### src/rtl/remote_key_decoder.sv
// -----------------------------------------------------------------------------
// remote_key_decoder
//
// Turns complete SIRC frames from the IR receiver into 4-bit calculator key
// codes. Frames for another device or with an unknown command are dropped
// and flagged. Repeat frames sent while a key is held are suppressed. Accepted
// keys are queued in a small FIFO, which the calculator core drains through a
// valid/ready handshake.
//
// Pipeline:
//   edge N   : frame captured (code_valid_i sampled)
//   edge N+1 : decode + repeat filter registered; key_err_o high for one cycle
//   edge N+2 : key written into the FIFO; key_valid_o rises if it was empty
//
// Parameters:
//   CODE_W      frame width (12, 15 or 20)
//   DEV_ADDR    accepted device address (after bit reversal)
//   HOLD_CYCLES idle cycles after the last frame before a held key is released
//   FIFO_DEPTH  key queue depth (power of 2, >= 2)
//   AUTO_N      same-code repeat frames before auto-repeat starts
//               (present only when REMOTE_AUTOREPEAT_EN is defined)
//
// Optional feature macro: REMOTE_AUTOREPEAT_EN
//   Defined   : a key held long enough is re-enqueued on every further frame.
//   Undefined : one key per press; no repeat counter is built.
//
// Ports:
//   clk_i         in   1       sole clock, rising edge
//   clear_i       in   1       asynchronous active-high reset
//   code_i        in   CODE_W  received frame
//   code_valid_i  in   1       one-cycle strobe, code_i valid
//   key_data_o    out  4       head-of-queue key code (0 when queue empty)
//   key_valid_o   out  1       queue non-empty
//   key_ready_i   in   1       consumer takes head when key_valid_o & key_ready_i
//   key_err_o     out  1       one-cycle pulse: frame dropped (address/command)
//   overflow_o    out  1       sticky: key dropped because the queue was full
// -----------------------------------------------------------------------------
module remote_key_decoder #(
  parameter int CODE_W      = 12,
  parameter int DEV_ADDR    = 1,
  parameter int HOLD_CYCLES = 2_500_000,
  parameter int FIFO_DEPTH  = 4
`ifdef REMOTE_AUTOREPEAT_EN
  ,
  parameter int AUTO_N      = 8
`endif
) (
  input  logic              clk_i,
  input  logic              clear_i,
  input  logic [CODE_W-1:0] code_i,
  input  logic              code_valid_i,
  output logic [3:0]        key_data_o,
  output logic              key_valid_o,
  input  logic              key_ready_i,
  output logic              key_err_o,
  output logic              overflow_o
);

  localparam int CMD_W  = 7;
  localparam int ADDR_W = CODE_W - CMD_W;
  localparam int TMR_W  = (HOLD_CYCLES > 2) ? $clog2(HOLD_CYCLES) : 1;
  localparam int AW     = $clog2(FIFO_DEPTH);

  localparam logic [TMR_W-1:0]  HOLD_LAST = TMR_W'(HOLD_CYCLES - 1);
  localparam logic [ADDR_W-1:0] MY_ADDR   = ADDR_W'(DEV_ADDR);
  localparam logic [AW:0]       FULL_CNT  = (AW+1)'(FIFO_DEPTH);

  // ---------------------------------------------------------------------------
  // Stage 1: frame capture
  // ---------------------------------------------------------------------------
  logic              frame_vld_q;
  logic [CODE_W-1:0] frame_q;

  always_ff @(posedge clk_i or posedge clear_i) begin
    if (clear_i) begin
      frame_vld_q <= 1'b0;
      frame_q     <= '0;
    end else begin
      frame_vld_q <= code_valid_i;
      frame_q     <= code_i;
    end
  end

  // ---------------------------------------------------------------------------
  // Field extraction. Both fields go over the air LSB first, so the bit that
  // lands in the top position of each field is the field's LSB.
  // ---------------------------------------------------------------------------
  logic [CMD_W-1:0]  cmd;
  logic [ADDR_W-1:0] addr;

  for (genvar gi = 0; gi < CMD_W; gi++) begin : g_cmd_rev
    assign cmd[gi] = frame_q[CODE_W-1-gi];
  end

  for (genvar gi = 0; gi < ADDR_W; gi++) begin : g_addr_rev
    assign addr[gi] = frame_q[ADDR_W-1-gi];
  end

  // Command to key-code map
  logic       cmd_mapped;
  logic [3:0] cmd_key;

  always_comb begin
    cmd_mapped = 1'b1;
    cmd_key    = 4'h0;
    case (cmd)
      7'h00, 7'h01, 7'h02, 7'h03, 7'h04,
      7'h05, 7'h06, 7'h07, 7'h08: cmd_key = cmd[3:0] + 4'h1;
      7'h09:                      cmd_key = 4'h0;
      7'h10:                      cmd_key = 4'hA;
      7'h11:                      cmd_key = 4'hB;
      7'h12:                      cmd_key = 4'hC;
      7'h13:                      cmd_key = 4'hD;
      7'h0B:                      cmd_key = 4'hE;
      7'h14:                      cmd_key = 4'hF;
      default:                    cmd_mapped = 1'b0;
    endcase
  end

  logic frame_ok;
  assign frame_ok = frame_vld_q & cmd_mapped & (addr == MY_ADDR);

  // ---------------------------------------------------------------------------
  // Repeat filter FSM
  // ---------------------------------------------------------------------------
  typedef enum logic {
    ST_IDLE = 1'b0,
    ST_HELD = 1'b1
  } state_t;

  state_t            state_q, state_d;
  logic [TMR_W-1:0]  timer_q, timer_d;
  logic [CODE_W-1:0] last_code_q, last_code_d;
  logic              push_q, push_d;
  logic [3:0]        push_key_q, push_key_d;
  logic              key_err_q, key_err_d;

`ifdef REMOTE_AUTOREPEAT_EN
  localparam int RPT_W = $clog2(AUTO_N + 1);
  localparam logic [RPT_W-1:0] RPT_LAST = RPT_W'(AUTO_N);
  logic [RPT_W-1:0] rpt_cnt_q, rpt_cnt_d;
`endif

  always_comb begin
    state_d     = state_q;
    timer_d     = timer_q;
    last_code_d = last_code_q;
    push_d      = 1'b0;
    push_key_d  = cmd_key;
    // A dropped frame only raises the error pulse; the filter below sees it
    // as an idle cycle.
    key_err_d   = frame_vld_q & ~frame_ok;
`ifdef REMOTE_AUTOREPEAT_EN
    rpt_cnt_d   = rpt_cnt_q;
`endif

    case (state_q)
      ST_IDLE: begin
        if (frame_ok) begin
          push_d      = 1'b1;
          last_code_d = frame_q;
          timer_d     = '0;
          state_d     = ST_HELD;
`ifdef REMOTE_AUTOREPEAT_EN
          rpt_cnt_d   = '0;
`endif
        end
      end

      ST_HELD: begin
        // A frame beats a coincident timeout: it is still compared while HELD.
        if (frame_ok) begin
          timer_d = '0;
          if (frame_q == last_code_q) begin
`ifdef REMOTE_AUTOREPEAT_EN
            if (rpt_cnt_q == RPT_LAST) begin
              push_d = 1'b1;
            end else begin
              rpt_cnt_d = rpt_cnt_q + 1'b1;
            end
`endif
          end else begin
            push_d      = 1'b1;
            last_code_d = frame_q;
`ifdef REMOTE_AUTOREPEAT_EN
            rpt_cnt_d   = '0;
`endif
          end
        end else if (timer_q == HOLD_LAST) begin
          state_d = ST_IDLE;
          timer_d = '0;
`ifdef REMOTE_AUTOREPEAT_EN
          rpt_cnt_d = '0;
`endif
        end else begin
          timer_d = timer_q + 1'b1;
        end
      end

      default: begin
        state_d = ST_IDLE;
        timer_d = '0;
      end
    endcase
  end

  always_ff @(posedge clk_i or posedge clear_i) begin
    if (clear_i) begin
      state_q     <= ST_IDLE;
      timer_q     <= '0;
      last_code_q <= '0;
      push_q      <= 1'b0;
      push_key_q  <= 4'h0;
      key_err_q   <= 1'b0;
    end else begin
      state_q     <= state_d;
      timer_q     <= timer_d;
      last_code_q <= last_code_d;
      push_q      <= push_d;
      push_key_q  <= push_key_d;
      key_err_q   <= key_err_d;
    end
  end

`ifdef REMOTE_AUTOREPEAT_EN
  always_ff @(posedge clk_i or posedge clear_i) begin
    if (clear_i) begin
      rpt_cnt_q <= '0;
    end else begin
      rpt_cnt_q <= rpt_cnt_d;
    end
  end
`endif

  assign key_err_o = key_err_q;

  // ---------------------------------------------------------------------------
  // Key FIFO
  // ---------------------------------------------------------------------------
  logic [3:0]    mem_q [FIFO_DEPTH];
  logic [AW-1:0] wr_ptr_q, rd_ptr_q;
  logic [AW:0]   count_q;
  logic          overflow_q;

  logic fifo_full, fifo_empty, do_pop, do_push;

  assign fifo_full  = (count_q == FULL_CNT);
  assign fifo_empty = (count_q == '0);
  assign do_pop     = ~fifo_empty & key_ready_i;
  // A pop frees the slot in the same cycle, so a full queue can still accept.
  assign do_push    = push_q & (~fifo_full | do_pop);

  always_ff @(posedge clk_i) begin
    if (do_push) begin
      mem_q[wr_ptr_q] <= push_key_q;
    end
  end

  always_ff @(posedge clk_i or posedge clear_i) begin
    if (clear_i) begin
      wr_ptr_q   <= '0;
      rd_ptr_q   <= '0;
      count_q    <= '0;
      overflow_q <= 1'b0;
    end else begin
      if (do_push) begin
        wr_ptr_q <= wr_ptr_q + 1'b1;
      end
      if (do_pop) begin
        rd_ptr_q <= rd_ptr_q + 1'b1;
      end
      case ({do_push, do_pop})
        2'b10:   count_q <= count_q + 1'b1;
        2'b01:   count_q <= count_q - 1'b1;
        default: count_q <= count_q;
      endcase
      if (push_q & ~do_push) begin
        overflow_q <= 1'b1;
      end
    end
  end

  // Head is gated so the output reads 0 whenever the queue is empty,
  // including straight out of reset when the storage is uninitialised.
  assign key_valid_o = ~fifo_empty;
  assign key_data_o  = fifo_empty ? 4'h0 : mem_q[rd_ptr_q];
  assign overflow_o  = overflow_q;

endmodule

### config.mk
export PLATFORM = sky130hd
export DESIGN_NAME = remote_key_decoder
export DESIGN_NICKNAME = d
export VERILOG_FILES = /design/src/rtl/remote_key_decoder.sv
export SDC_FILE = /design/constraint.sdc
export NUM_CORES = 1
export LEC_CHECK = 0
export CORE_ASPECT_RATIO = 0.8
export CORE_UTILIZATION = 53
export DETAILED_ROUTE_END_ITERATION = 10
export PLACE_DENSITY = 0.74
export SLEW_MARGIN = 15
export SYNTH_ARGS = -nofsm -noshare
export SYNTH_HDL_FRONTEND = slang
export SYNTH_SLANG_ARGS = --single-unit
### constraint.sdc
create_clock -name clk_i -period 2.2 [get_ports clk_i]
set_input_delay 0.22 -clock clk_i [delete_from_list [all_inputs] [get_ports clk_i]]
set_output_delay 0.22 -clock clk_i [all_outputs]
set_load 0.1 [all_outputs]
==> flow_metrics.py, run 1 <==
metrics = {
    "cells_and_area": {
        "fin_nets": 414,
        "layout_commonest_cell": "dfrtp_1",
        "num_antenna_cells": 0,
        "drive_gt1_share_pct": 20.1,
        "layout_common_cells": "61 x dfrtp_1, 32 x buf_4, 25 x nand2_1",
        "syn2layout_area_growth_pct": 21.0,
        "fin_cells": 480,
    },
    "clocking": {
        "cts_hold_repair.buffers": 0,
        "clk_path_buf_depth": 2,
        "clock_sinks": 78,
        "clkTransAtPathRegs_ns": 0.08,
        "clkLatencyLatePin_ns": 0.34,
        "root_buffer": "clkbuf_8",
        "cts_tree": "done",
        "htree_levels": 3,
        "numCtsBuffers": 9,
    },
    "worst_setup_path": {
        "cp-end-kind": "register",
        "critPathRequiredTime_ns": 2.44,
        "path_max_fanout": 5,
        "cp-start-kind": "register",
        "ff2ff_setup_slack_ns": 0.09,
        "crit_arrival_ns": 2.35,
        "crit_type": "register to register",
    },
    "floorplanning": {
        "pin_count": 23,
        "die_h_um": 78.2,
        "core_area_sq_mm": 0.00696,
        "die_area_sq_mm": 0.00761,
        "die-width_um": 97.3,
        "rows": 27,
        "start_util_pct": 55.3,
    },
    "global_routing": {
        "met2_usage_pct": 31.1,
        "globalRouteMet1Util_pct": 29.4,
        "grt_pass1_wl_um": 12400,
        "grt.met3_usage_pct": 6.23,
        "grt_busiest_layer": "met2",
        "overflow": 0,
        "grt_antenna_before_repair": 0,
        "track_usage_pct": 20.8,
        "grt_pass1_vias": 2606,
        "grt_max_degree": 49,
    },
    "logic_synthesis": {
        "syn_inst": 336,
        "yosys_most_used_dff": "dfrtp_1",
        "ys_warn_count": 0,
        "synthesis.nets": 362,
        "ys_ff_latch": 78,
        "syn_avg_cell_area_sq_um": 11.5,
        "synth_edf_count": 16,
        "synth_top_area_cell": "dfrtp_1",
        "synth.distinct_cells": 61,
        "synth_top_cells_by_area": "dfrtp_1 40%, edfxtp_1 12%, xnor2_1 4.1%, ha_1 2.9%, nand2_1 2.4%",
        "synthArstFlopShare_pct": 79.5,
        "synth_top_area_share_pct": 40.3,
        "netlist_area_sq_mm": 0.00385,
        "ys_seq_area_share_pct": 52.8,
    },
    "pwr": {
        "switching_share_pct": 34.7,
        "p_leak_nw": 1.98,
        "share_comb_of_total_power_pct": 31.1,
        "fin_total_pwr_w": 0.00416,
        "clockPowerShare_pct": 28.2,
        "ir_drop_mv": 0.875,
        "p_int_w": 0.00271,
        "p_switching_w": 0.00144,
        "power_per_cell_area_mw_per_mm2": 893,
        "seqPwrFrac_pct": 40.7,
    },
    "route": {
        "num_vias": 2714,
        "routed_via_density": 5.65,
        "drtIter0Drc": 156,
        "drc": 0,
        "routedWlPerCell_um": 15.0,
        "routed_wl_um": 7190,
        "dr.pass1.iters": 4,
        "ant_nets": 0,
    },
    "timing": {
        "rsz0062_at_grt": "true",
        "finalCritPeriodShare_pct": 95.9,
        "setup_viol": 0,
        "hold_violations": 0,
        "worst_clock_skew_ns": 0.00806,
        "period_needed_ns": 2.11,
        "slew_headroom_pct": 60.3,
        "worst_pin_slew_ns": 0.587,
        "final_max_slew_viol_count": 0,
        "fmax_mhz": 474,
    },
    "placement": {
        "dpl.hpwl_um": 5090,
        "gp_congestion": 0.875,
        "io_buffers": 22,
        "dp_cells": 459,
    },
    "run": {
        "cap_violations": 0,
    },
    "run_status": {
        "status": "finished clean",
    },
    "hold_path": {
        "min_path_type": "primary input to async pin",
    },
}
==> Yosys cell counts (6+ instances only) <==
cell type   n
nor2b_1     9
nand4_1     9
xnor2_1    18
nand3_1    12
edfxtp_1   16
nor2_1     20
and2_1      9
dfrtp_1    62
and3_1     12
inv_1      13
nand2_1    25
clkbuf_1    6
ha_1        9
o21ai_0     9
nor3_1     11
a21oi_1     9
xor2_1      9
==> metal layers <==
layer / vias up / routed length (um)
met2: 72 / 3210
met3: 8 / 404
met4: 0 / 57
met1: 1307 / 3520
li1: 1327 / -
met5: - / 0
==> registers in the layout (all words and copies together) (netlist names) <==
register	count
key_err_o	1
push_key_q	4
timer_q	22
state_q	1
count_q	3
wr_ptr_q	2
overflow_o	1
mem_q	16
frame_vld_q	1
last_code_q	12
rd_ptr_q	2
push_q	1
frame_q	12
==> power groups by stage <==
stage	logic, W	clock network [W]	registers (W)
4_1_cts	0.00129	0.00120	0.00169
3_3_place_gp	0.00127	0	0.00172
3_5_place_dp	0.00129	0	0.00172
2_1_floorplan	0.000925	0	0.00167
6_report	0.00129	0.00117	0.00169
5_1_grt	0.00136	0.00127	0.00171
==> critical path, cell delays in order (launching register included) <==
cell	delay, ns
dfrtp_2	0.44
inv_1	0.13
ha_4	0.17
o21bai_1	0.10
a2111oi_4	0.45
a31oi_4	0.16
buf_6	0.16
and3_1	0.18
a32o_1	0.21
==> stage by stage <==
stage	setup WS [ns]	utilization, %	instance area (sq um)	setup TNS, ns	hold slack [ns]
CTS	0.0140	65.9	4580	0	0.169
floorplan	0.0168	-	3850	0	0.251
detailed placement	-0.0226	62.6	4360	-0.0821	0.469
finish	0.0909	66.9	4660	0	0.163
global route	-0.0312	66.9	4660	-0.114	0.200
global placement	0.0379	62.6	4360	0	0.461
==> final timing paths <==
check                                  from          end  cells past startpoint
worst max-delay path            frame_q[11]   timer_q[7]                      8
worst min-delay path                clear_i  timer_q[16]                      2
worst max register to register  frame_q[11]   timer_q[7]                      8
worst min register to register   overflow_o   overflow_o                      1
max in group asynchronous           clear_i  frame_q[11]                      3
min in group clk_i                code_i[9]   frame_q[9]                      1
==> what timing repair did <==
action	4_1_cts	5_1_grt
gates cloned	0	0
pin swaps	0	3
buffers inserted	0	5
resized for setup	1	10
endpoints found under the setup margin	4	27
==> cell type report <==
class / count / area (sq um)
clock inverters: 7 / 97.6
multi-input cells: 232 / 1720
fillers: 543 / 2300
repair buffers: 54 / 522
well taps: 87 / 109
flip-flops and latches: 78 / 2030
inverters: 13 / 48.8
clock buffers: 9 / 124
==> logic make-up after synthesis <==
family	after synthesis	share of synthesized area, %
xor+xnor	27	6.15
simple gates	136	20.5
buf+inv	26	3.35
compound gates	49	9.76
mux	10	4.03
flops	78	52.8
fa+ha+maj	10	3.45
Note: power is estimated with default switching activity, not from simulation.
==> run 2: changes to the inputs <==
CELL_PAD_IN_SITES_DETAIL_PLACEMENT = 1   (was not set)
CELL_PAD_IN_SITES_GLOBAL_PLACEMENT = 2   (was not set)
CORE_UTILIZATION = 36   (was 53)
==> run 2 against run 1 <==
Compared with the run above: maximum frequency down 0.75%; die area up 46%; via count up 1.5%; global-route usage down 3.1 points; largest power group unchanged; combinational power up 3%.
==> flow_metrics.py, run 2 (synthesis gave the netlist of run 1 again) <==
metrics = {
    "cells_and_area": {
        "layout_commonest_cell": "dfrtp_1",
        "largestRegisters": "timer_q x22, mem_q x16",
        "regMostFlops": "timer_q",
        "fin_nets": 415,
        "fillCellCount": 1126,
        "syn2layout_area_growth_pct": 25.1,
        "drive_gt1_share_pct": 20.6,
        "layout_common_cells": "61 x dfrtp_1, 33 x buf_4, 25 x nand2_1",
        "largest_reg_flops": 22,
        "num_antenna_cells": 0,
        "multi_input_area_sq_mm": 0.00175,
        "fin_cells": 534,
        "seqCellArea_sq_mm": 0.00203,
    },
    "global_routing": {
        "overflow": 0,
        "track_usage_pct": 17.7,
        "grt_pass1_vias": 3027,
        "grt_antenna_before_repair": 0,
        "grt_max_degree": 47,
        "grt_pass1_wl_um": 15200,
    },
    "placement": {
        "io_buffers": 22,
        "gp_congestion": 0.741,
        "pre_cts_ws_ns": -0.0655,
        "dpl.hpwl_um": 6360,
        "dp_cells": 514,
    },
    "timing": {
        "fmax_mhz": 471,
        "worst_pin_slew_ns": 0.509,
        "worst_clock_skew_ns": 0.00442,
        "postLayoutSetupSlackWorst_ns": 0.0750,
        "slew_headroom_pct": 65.7,
        "rsz0062_at_grt": "true",
        "hold_violations": 0,
        "final_max_slew_viol_count": 0,
        "finalCritPeriodShare_pct": 96.6,
        "setup_viol": 0,
        "period_needed_ns": 2.13,
    },
    "clocking": {
        "cts_hold_repair.buffers": 0,
        "cts_tree": "done",
        "clk_path_buf_depth": 2,
        "clkLatencyLatePin_ns": 0.33,
        "clkTransAtPathRegs_ns": 0.06,
        "root_buffer": "clkbuf_16",
        "htree_levels": 3,
        "numCtsBuffers": 9,
        "clock_sinks": 78,
    },
    "floorplanning": {
        "die_h_um": 94.5,
        "start_util_pct": 37.3,
        "core_area_sq_mm": 0.0103,
        "rows": 33,
        "die-width_um": 118,
        "pin_count": 23,
        "die_area_sq_mm": 0.0111,
    },
    "pwr": {
        "p_leak_nw": 2.03,
        "power_per_cell_area_mw_per_mm2": 914,
        "ir_drop_mv": 0.480,
    },
    "route": {
        "num_vias": 2755,
        "routed_via_density": 5.16,
        "dr.pass1.iters": 4,
        "drc": 0,
        "routed_wl_um": 8850,
        "drtIter0Drc": 103,
        "routedWlPerCell_um": 16.6,
        "ant_nets": 0,
    },
    "worst_setup_path": {
        "worstReg2RegStart": "frame_q[11]",
        "crit_type": "register to register",
        "ff2ff_setup_slack_ns": 0.07,
        "r2r.worst_path.cells": 8,
        "cp-end-kind": "register",
        "path_max_fanout": 8,
        "critPathRequiredTime_ns": 2.42,
        "r2r_end": "timer_q[12]",
        "crit_arrival_ns": 2.34,
        "cp-start-kind": "register",
    },
    "run": {
        "cap_violations": 0,
    },
    "run_status": {
        "status": "finished clean",
    },
    "hold_path": {
        "min_path_type": "primary input to async pin",
    },
}
-- run 2: routing by layer --
layer,up-vias,GRT usage (%),wire (um)
met5,-,0,0
met2,57,29.6,4130
li1,1324,-,-
met1,1360,22.7,4190
met3,14,4.17,374
met4,0,5.98,149
-- run 2: cell type report --
type | count | area share, %
clock inverters | 3 | 0.416
inverters | 13 | 1.01
well taps | 140 | 3.64
multi-input cells | 232 | 36.3
repair buffers | 55 | 11.0
flip-flops and latches | 78 | 42.2
clock buffers | 13 | 5.41
-- run 2: worst max path at each step --
stage	start	endpoint	slack, ns	cells after the start
3_3_place_gp	frame_q[10]	last_code_q[10]	0.06	7
4_1_cts	frame_q[10]	timer_q[7]	0.008	8
3_5_place_dp	frame_q[10]	last_code_q[10]	-0.07	7
6_report	frame_q[11]	timer_q[12]	0.07	8
5_1_grt	frame_q[11]	timer_q[17]	-0.03	8
2_1_floorplan	frame_q[11]	last_code_q[8]	0.02	8
-- run 2: what timing repair did --
item	4_1_cts	5_1_grt
pin swaps	1	5
endpoints found under the setup margin	7	23
resized for setup	2	12
setup buffers	0	4
-- run 2: power by group --
part	leakage (nW)	total [W]	switching, W	internal (W)
logic	0.942	0.00133	0.000808	0.000521
clock network	0.132	0.00137	0.000549	0.000824
registers	0.953	0.00170	0.000133	0.00156
total	2.03	0.00440	0.00149	0.00291
-- run 2: critical path, stage by stage (launching register included) --
cell	delay, ns
dfrtp_2	0.44
inv_2	0.10
ha_4	0.17
o21bai_2	0.09
a2111oi_4	0.45
a31oi_4	0.18
buf_6	0.17
and3_1	0.19
a32o_1	0.22
-- run 2: through the flow --
step	power, W	setup TNS, ns	hold WS [ns]	util, %	cell area, sq um
2_1_floorplan	0.00260	0	0.251	-	3850
3_3_place_gp	0.00302	0	0.471	43.0	4440
3_5_place_dp	0.00305	-0.260	0.477	43.0	4440
4_1_cts	0.00445	0	0.223	45.8	4730
5_1_grt	0.00460	-0.129	0.248	46.6	4810
6_report	0.00440	0	0.209	46.6	4810
